[config.mk]
export PLATFORM = sky130hd
export DESIGN_NAME = c3lib_rst_seq_ctrl
export DESIGN_NICKNAME = d
export VERILOG_FILES = /design/src/rtl/c3lib_rst_seq_pkg.sv /design/src/rtl/c3lib_rst_seq_ack_sync.sv /design/src/rtl/c3lib_rst_seq_ctrl.sv
export SDC_FILE = /design/constraint.sdc
export NUM_CORES = 1
export LEC_CHECK = 0
export ABC_AREA = 1
export CAP_MARGIN = 5
export CORE_ASPECT_RATIO = 0.7
export CORE_UTILIZATION = 47
export DETAILED_ROUTE_END_ITERATION = 16
export GPL_ROUTABILITY_DRIVEN = 0
export PLACE_DENSITY_LB_ADDON = 0.08
export SYNTH_ARGS = -nofsm -noshare
export SYNTH_HDL_FRONTEND = slang
export SYNTH_SLANG_ARGS = --single-unit
[constraint.sdc]
create_clock -name clk -period 2 [get_ports clk]
set_clock_uncertainty 0.1 [all_clocks]
set_input_delay 0.5 -clock clk [delete_from_list [all_inputs] [get_ports clk]]
set_output_delay 0.5 -clock clk [all_outputs]
set_load 0.01 [all_outputs]
[src/rtl/c3lib_rst_seq_pkg.sv]
// Shared types and limits for the reset release sequencer.
package c3lib_rst_seq_pkg;

  typedef enum logic [2:0] {
    IDLE = 3'd0,
    DLY  = 3'd1,
    REL  = 3'd2,
    WACK = 3'd3,
    DONE = 3'd4,
    ERR  = 3'd5
  } rst_seq_state_e;

  localparam int unsigned RST_SEQ_MAX_STAGES = 8;

endpackage

[src/rtl/c3lib_rst_seq_ack_sync.sv]
// Multi-bit, multi-flop synchronizer for the per-domain reset acknowledges.
module c3lib_rst_seq_ack_sync
  import c3lib_rst_seq_pkg::*;
#(
  parameter int unsigned WIDTH = 4,
  parameter int unsigned DEPTH = 2
) (
  input  logic             clk,
  input  logic             rst,
  input  logic [WIDTH-1:0] ack_in,
  output logic [WIDTH-1:0] ack_sync
);

  // Row 0 captures the asynchronous input; row DEPTH-1 is the safe output.
  logic [DEPTH-1:0][WIDTH-1:0] sync_q;

  always_ff @(posedge clk or posedge rst) begin
    if (rst) begin
      sync_q <= '0;
    end else begin
      sync_q <= {sync_q[DEPTH-2:0], ack_in};
    end
  end

  assign ack_sync = sync_q[DEPTH-1];

endmodule

[src/rtl/c3lib_rst_seq_ctrl.sv]
// Ordered release of NUM_STAGES reset domains: per-stage delay, release,
// then wait for the domain's acknowledge (optionally bounded by a timeout).
module c3lib_rst_seq_ctrl
  import c3lib_rst_seq_pkg::*;
#(
  parameter int unsigned NUM_STAGES = 4,
  parameter int unsigned CNT_W      = 8,
  parameter int unsigned ACK_SYNC   = 2
) (
  input  logic                          clk,
  input  logic                          rst,
  input  logic                          seq_start,
  input  logic [NUM_STAGES*CNT_W-1:0]   stage_dly,
  input  logic [CNT_W-1:0]              ack_tmo,
  input  logic [NUM_STAGES-1:0]         stage_ack,
  output logic [NUM_STAGES-1:0]         stage_rst_n,
  output logic                          seq_busy,
  output logic                          seq_done,
  output logic                          seq_err,
  output logic [$clog2(NUM_STAGES)-1:0] err_stage
);

  localparam int unsigned IDX_W = $clog2(NUM_STAGES);
  localparam logic [IDX_W-1:0] LAST_IDX = IDX_W'(NUM_STAGES - 1);

  logic [NUM_STAGES-1:0] ack_s;
  logic [CNT_W-1:0]      dly_arr [NUM_STAGES];

  rst_seq_state_e        state_q, state_d;
  logic [IDX_W-1:0]      idx_q, idx_d, idx_nxt;
  logic [CNT_W-1:0]      cnt_q, cnt_d;
  logic [CNT_W-1:0]      tcnt_q, tcnt_d;
  logic [NUM_STAGES-1:0] rst_n_q, rst_n_d;
  logic                  busy_q, busy_d;
  logic                  done_q, done_d;
  logic                  err_q, err_d;
  logic [IDX_W-1:0]      err_stage_q, err_stage_d;

  c3lib_rst_seq_ack_sync #(
    .WIDTH(NUM_STAGES),
    .DEPTH(ACK_SYNC)
  ) u_ack_sync (
    .clk      (clk),
    .rst      (rst),
    .ack_in   (stage_ack),
    .ack_sync (ack_s)
  );

  for (genvar g = 0; g < NUM_STAGES; g++) begin : g_dly
    assign dly_arr[g] = stage_dly[g*CNT_W +: CNT_W];
  end

  assign idx_nxt = idx_q + IDX_W'(1);

  always_comb begin
    state_d     = state_q;
    idx_d       = idx_q;
    cnt_d       = cnt_q;
    tcnt_d      = tcnt_q;
    rst_n_d     = rst_n_q;
    busy_d      = busy_q;
    done_d      = done_q;
    err_d       = err_q;
    err_stage_d = err_stage_q;

    // Dropping seq_start outranks every other event in the same cycle.
    if (state_q != IDLE && !seq_start) begin
      state_d     = IDLE;
      idx_d       = '0;
      cnt_d       = '0;
      tcnt_d      = '0;
      rst_n_d     = '0;
      busy_d      = 1'b0;
      done_d      = 1'b0;
      err_d       = 1'b0;
      err_stage_d = '0;
    end else begin
      unique case (state_q)
        IDLE: begin
          rst_n_d = '0;
          if (seq_start) begin
            state_d     = DLY;
            idx_d       = '0;
            cnt_d       = dly_arr[0];
            busy_d      = 1'b1;
            done_d      = 1'b0;
            err_d       = 1'b0;
            err_stage_d = '0;
          end
        end

        DLY: begin
          if (cnt_q != '0) begin
            cnt_d = cnt_q - CNT_W'(1);
          end else begin
            state_d = REL;
          end
        end

        REL: begin
          rst_n_d[idx_q] = 1'b1;
          tcnt_d         = ack_tmo;
          state_d        = WACK;
        end

        WACK: begin
          // tcnt==0 on entry means no timeout; otherwise the cycle that would
          // bring it to zero without an ack is the timeout cycle.
          if (ack_s[idx_q]) begin
            tcnt_d = '0;
            if (idx_q == LAST_IDX) begin
              state_d = DONE;
              done_d  = 1'b1;
              busy_d  = 1'b0;
            end else begin
              idx_d   = idx_nxt;
              cnt_d   = dly_arr[idx_nxt];
              state_d = DLY;
            end
          end else if (tcnt_q == CNT_W'(1)) begin
            tcnt_d      = '0;
            state_d     = ERR;
            err_d       = 1'b1;
            err_stage_d = idx_q;
            busy_d      = 1'b0;
          end else if (tcnt_q != '0) begin
            tcnt_d = tcnt_q - CNT_W'(1);
          end
        end

        DONE: begin
          state_d = DONE;
        end

        ERR: begin
          state_d = ERR;
        end

        default: begin
          state_d = IDLE;
          rst_n_d = '0;
          busy_d  = 1'b0;
          done_d  = 1'b0;
          err_d   = 1'b0;
        end
      endcase
    end
  end

  always_ff @(posedge clk or posedge rst) begin
    if (rst) begin
      state_q     <= IDLE;
      idx_q       <= '0;
      cnt_q       <= '0;
      tcnt_q      <= '0;
      rst_n_q     <= '0;
      busy_q      <= 1'b0;
      done_q      <= 1'b0;
      err_q       <= 1'b0;
      err_stage_q <= '0;
    end else begin
      state_q     <= state_d;
      idx_q       <= idx_d;
      cnt_q       <= cnt_d;
      tcnt_q      <= tcnt_d;
      rst_n_q     <= rst_n_d;
      busy_q      <= busy_d;
      done_q      <= done_d;
      err_q       <= err_d;
      err_stage_q <= err_stage_d;
    end
  end

  assign stage_rst_n = rst_n_q;
  assign seq_busy    = busy_q;
  assign seq_done    = done_q;
  assign seq_err     = err_q;
  assign err_stage   = err_stage_q;

endmodule
==> metrics.md <==
| Metric | Value |
|---|---|
| Worst setup SP type | flip-flop |
| Post-Synth Adder-Cell Area | 3.728% |
| Worst-Margin Slew | 0.4207 ns |
| Crit-path max FO | 2 |
| Initial antenna violation count | 0 |
| I/O Buffers | 55 |
| Final Cycle Share | 91.17% |
| Gr ovfl total | 0 |
| Max Cap Viol | 0 |
| Synthesized area | around 2700 um2 |
| Max VDD drop | 0.5624 mV |
| N_diodes | 0 |
| Min Tclk post-route | 1.823 ns |
| Pin count of the biggest net entering global routing | 39 |
| Root Buffer | clkbuf_8 |
| Critical Path, Cell by Cell | clkdlybuf4s50_1 |
| Setup TNS | 0 ns |
| Distinct cells, synth | 31 |
| Worst hold slack | 0.2507 ns |
| Final net count | 517 |
| Worst-path clk slew | approximately 0.080 ns |
| Die height | 65.24 um |
| FFs w/ async S/R, synth | 100.0% |
| Crit Path Class | flip-flop to output port |
| Simple-Gate Fraction of Synth Area | 44.04% |
| Largest family of logic cells by synthesized area | simple AND/OR/NAND/NOR gates |
| Hold WC Path Type | flip-flop to flip-flop |
| Hold Crit Depth | 0 |
| Worst-case reg-to-reg path depth | 10 |
| DR iter-0 viols | 238 |
| Final WL | between 7000 and 8000 um |
| Via-to-Cell Ratio | a little over 5 |
| Pre-Repair DR Iteration Count | 4 |
| GRT Overall Usage | between 20% and 30% |
| Wirelength per Cell | 13.25 um |
| Max_slew headroom | between 70% and 80% |
| CTS tree | built |
| Die X | 92.34 um |
| Share of layout cells above drive strength 1 | 13.17% |
| XOR/XNOR Fraction of Synth Area | less than 1% |
| Fin area | 3538 um2 |
| Residual DRC count | 0 |
| Min-delay src | u_ack_sync.sync_q[0] |
| Setup Fix Bufs, Post-CTS | 0 |
| R2r endpoint | cnt_q[0] |
| Hold Path Sink | u_ack_sync.ack_sync[0] |
| CTS buffer count | 5 |
| # clock sinks | 38 |
| Synth Area in Compound Gates | 8.667% |
| DRT antenna net count | 0 |
| Largest delay contributor family on the critical path | buffers and inverters |
| Crit Reg-Reg Startpoint | cnt_q[0] |
| Synth warn | 0 |
| # hold bufs at CTS | 0 |
| Setup-failing EPs final | 0 |
| Final hold vios | 0 |
| Worst Path Arrival | ~1.2 ns |
| Die area | 6024 um2 |
| FF-to-FF setup slack | 0.19 ns |
| Routed via count | 2702 |
| Max-slew violation count | 0 |
| First-pass GRT wire length | 12380 um |
| Area Overhead vs Synth | 31.78% |
| Data required time of the worst path | 1.40 ns |
| Cells after Synth | 392 |
| Register area share after synthesis | 35.41% |
| Status | finished, final reports clean |
| Vias in the first global route | 2568 |
| Final worst slack | 0.1767 ns |
| Mux contribution to synthesized area | 0% |
| Yosys reg bits | 38 |
| RSZ-0062 raised after global routing | false |
| Worst Setup End Kind | output port |
| Max Freq | 548.4 MHz |
| Placement-stage cell area | 3401 um2 |
| Fillers | 486 |
| # rows | 22 |
| Io pins | 56 |
| Max Root-Sink Buffers | 2 |
| Pleak | 0.001756 uW |
| Overall power | 4526 uW |
| Critical path buffer and inverter count | 1 |
| Power Dens Cells | around 1300 nW/um2 |
| Pre-CTS WS | -0.1213 ns |
| Critical path's slowest cell | clkdlybuf4s50_1 |
| Worst path depth | 1 |
| Core area | 5368 um2 |
| Syn Nets | 447 |
| Later-pin clock latency in the skew report | 0.29 ns |
| Worst Setup SP | stage_rst_n[3] |
| Max stage delay on crit path | between 0.5 and 0.6 ns |
| Initial Util | ~50% |
| Mean Syn Cell Area | 6.850 um2 |
| H-tree Lvls | 2 |
| EDFF count, synth | 0 |
| Dominant synthesized flop cell | dfrtp_1 |
| Half-perimeter wire length after placement | 5450 um |
repair_timing:
action / CTS / global route
gates resized for setup: 0 / 1
endpoints found under the hold margin: 0 / 0
endpoints found under the setup margin: 0 / 1
final cells by class:
| class | count | area (um2) | area share (%) |
|---|---|---|---|
| well taps | 72 | 90.09 | 2.546 |
| repair buffers | 72 | 690.7 | 19.52 |
| flip-flops and latches | 38 | 950.9 | 26.87 |
| inverters | 35 | 136.4 | 3.854 |
| clock buffers | 5 | 68.82 | 1.945 |
| multi-input cells | 310 | 1533 | 43.32 |
| clock inverters | 3 | 68.82 | 1.945 |
routing by layer:
metal	track usage (%)	wire, um	vias to the layer above	part of all wire [%]
met1	41.02	3766	1220	53
met5	0	0	-	0
met3	4.398	414	6	5.8
met4	4.492	40	0	0.56
li1	-	-	1395	-
met2	38.33	2865	81	40
synth_stat cells (2+ instances only):
| cell type | instances | area (um2) |
|---|---|---|
| inv_4 | 2 | 12.51 |
| ha_1 | 8 | 100.1 |
| nand2_1 | 136 | 510.5 |
| a21oi_2 | 2 | 17.52 |
| dfrtp_1 | 38 | 950.9 |
| o21ai_2 | 2 | 17.52 |
| buf_4 | 4 | 30.03 |
| inv_2 | 7 | 26.28 |
| nand3_4 | 2 | 35.03 |
| nand3_2 | 2 | 20.02 |
| nand3_1 | 49 | 245.2 |
| nand2_4 | 3 | 33.78 |
| buf_2 | 4 | 20.02 |
| o21ai_0 | 20 | 100.1 |
| nand4_1 | 3 | 18.77 |
| nor2_8 | 2 | 40.04 |
| nor2_1 | 44 | 165.2 |
| nand2_2 | 6 | 37.54 |
| nor2_2 | 6 | 37.54 |
| o21ai_1 | 6 | 30.03 |
| a21oi_1 | 9 | 45.04 |
| nand3b_1 | 2 | 15.01 |
| xor2_1 | 2 | 17.52 |
| inv_1 | 26 | 97.59 |
kinds of logic (layout without fill, tap and decap cells):
kind of cell               count (synthesis)  count (layout)
AOI/OAI and AO/OA                         42              42
adders and majority gates                  8               8
DFF                                       38              38
xor gates and xnor gates                   2               2
buffers and inverters                     44             115
and+or+nand+nor                          258             258
report_power, final:
| part | switching [uW] | internal (uW) |
|---|---|---|
| clock network | 289 | 500 |
| registers | 232 | 983 |
| logic | 1580 | 943 |
sequential cells by signal (all words and copies together), names as in the netlist:
name / count
u_ack_sync.ack_sync: 4
u_ack_sync.sync_q: 4
cnt_q: 8
idx_q: 2
err_stage: 2
seq_done: 1
tcnt_q: 8
seq_err: 1
state_q: 3
seq_busy: 1
stage_rst_n: 4
stage by stage:
step,utilization [%],instances
6_report,65.92,535
5_1_grt,65.92,535
4_1_cts,65.92,535
3_5_place_dp,63.36,527
3_3_place_gp,63.36,527
2_1_floorplan,-,392
cell usage in the layout, fill, tap and decap left out, drive strengths merged, types with 2 or more instances in the layout:
| master | n |
|---|---|
| clkdlybuf4s50 | 55 |
| nand4 | 3 |
| nand3b | 2 |
| a21oi | 11 |
| nor2 | 53 |
| xor2 | 2 |
| nand3 | 53 |
| bufinv | 2 |
| ha | 8 |
| dfrtp | 38 |
| buf | 17 |
| clkbuf | 5 |
| inv | 35 |
| o21ai | 28 |
| nand2 | 145 |
worst max path at each step:
stage                      to
2_1_floorplan        cnt_q[3]
3_3_place_gp        tcnt_q[0]
3_5_place_dp        tcnt_q[3]
4_1_cts            state_q[2]
5_1_grt              cnt_q[0]
6_report       stage_rst_n[3]
(Power assumes the default switching activity.)
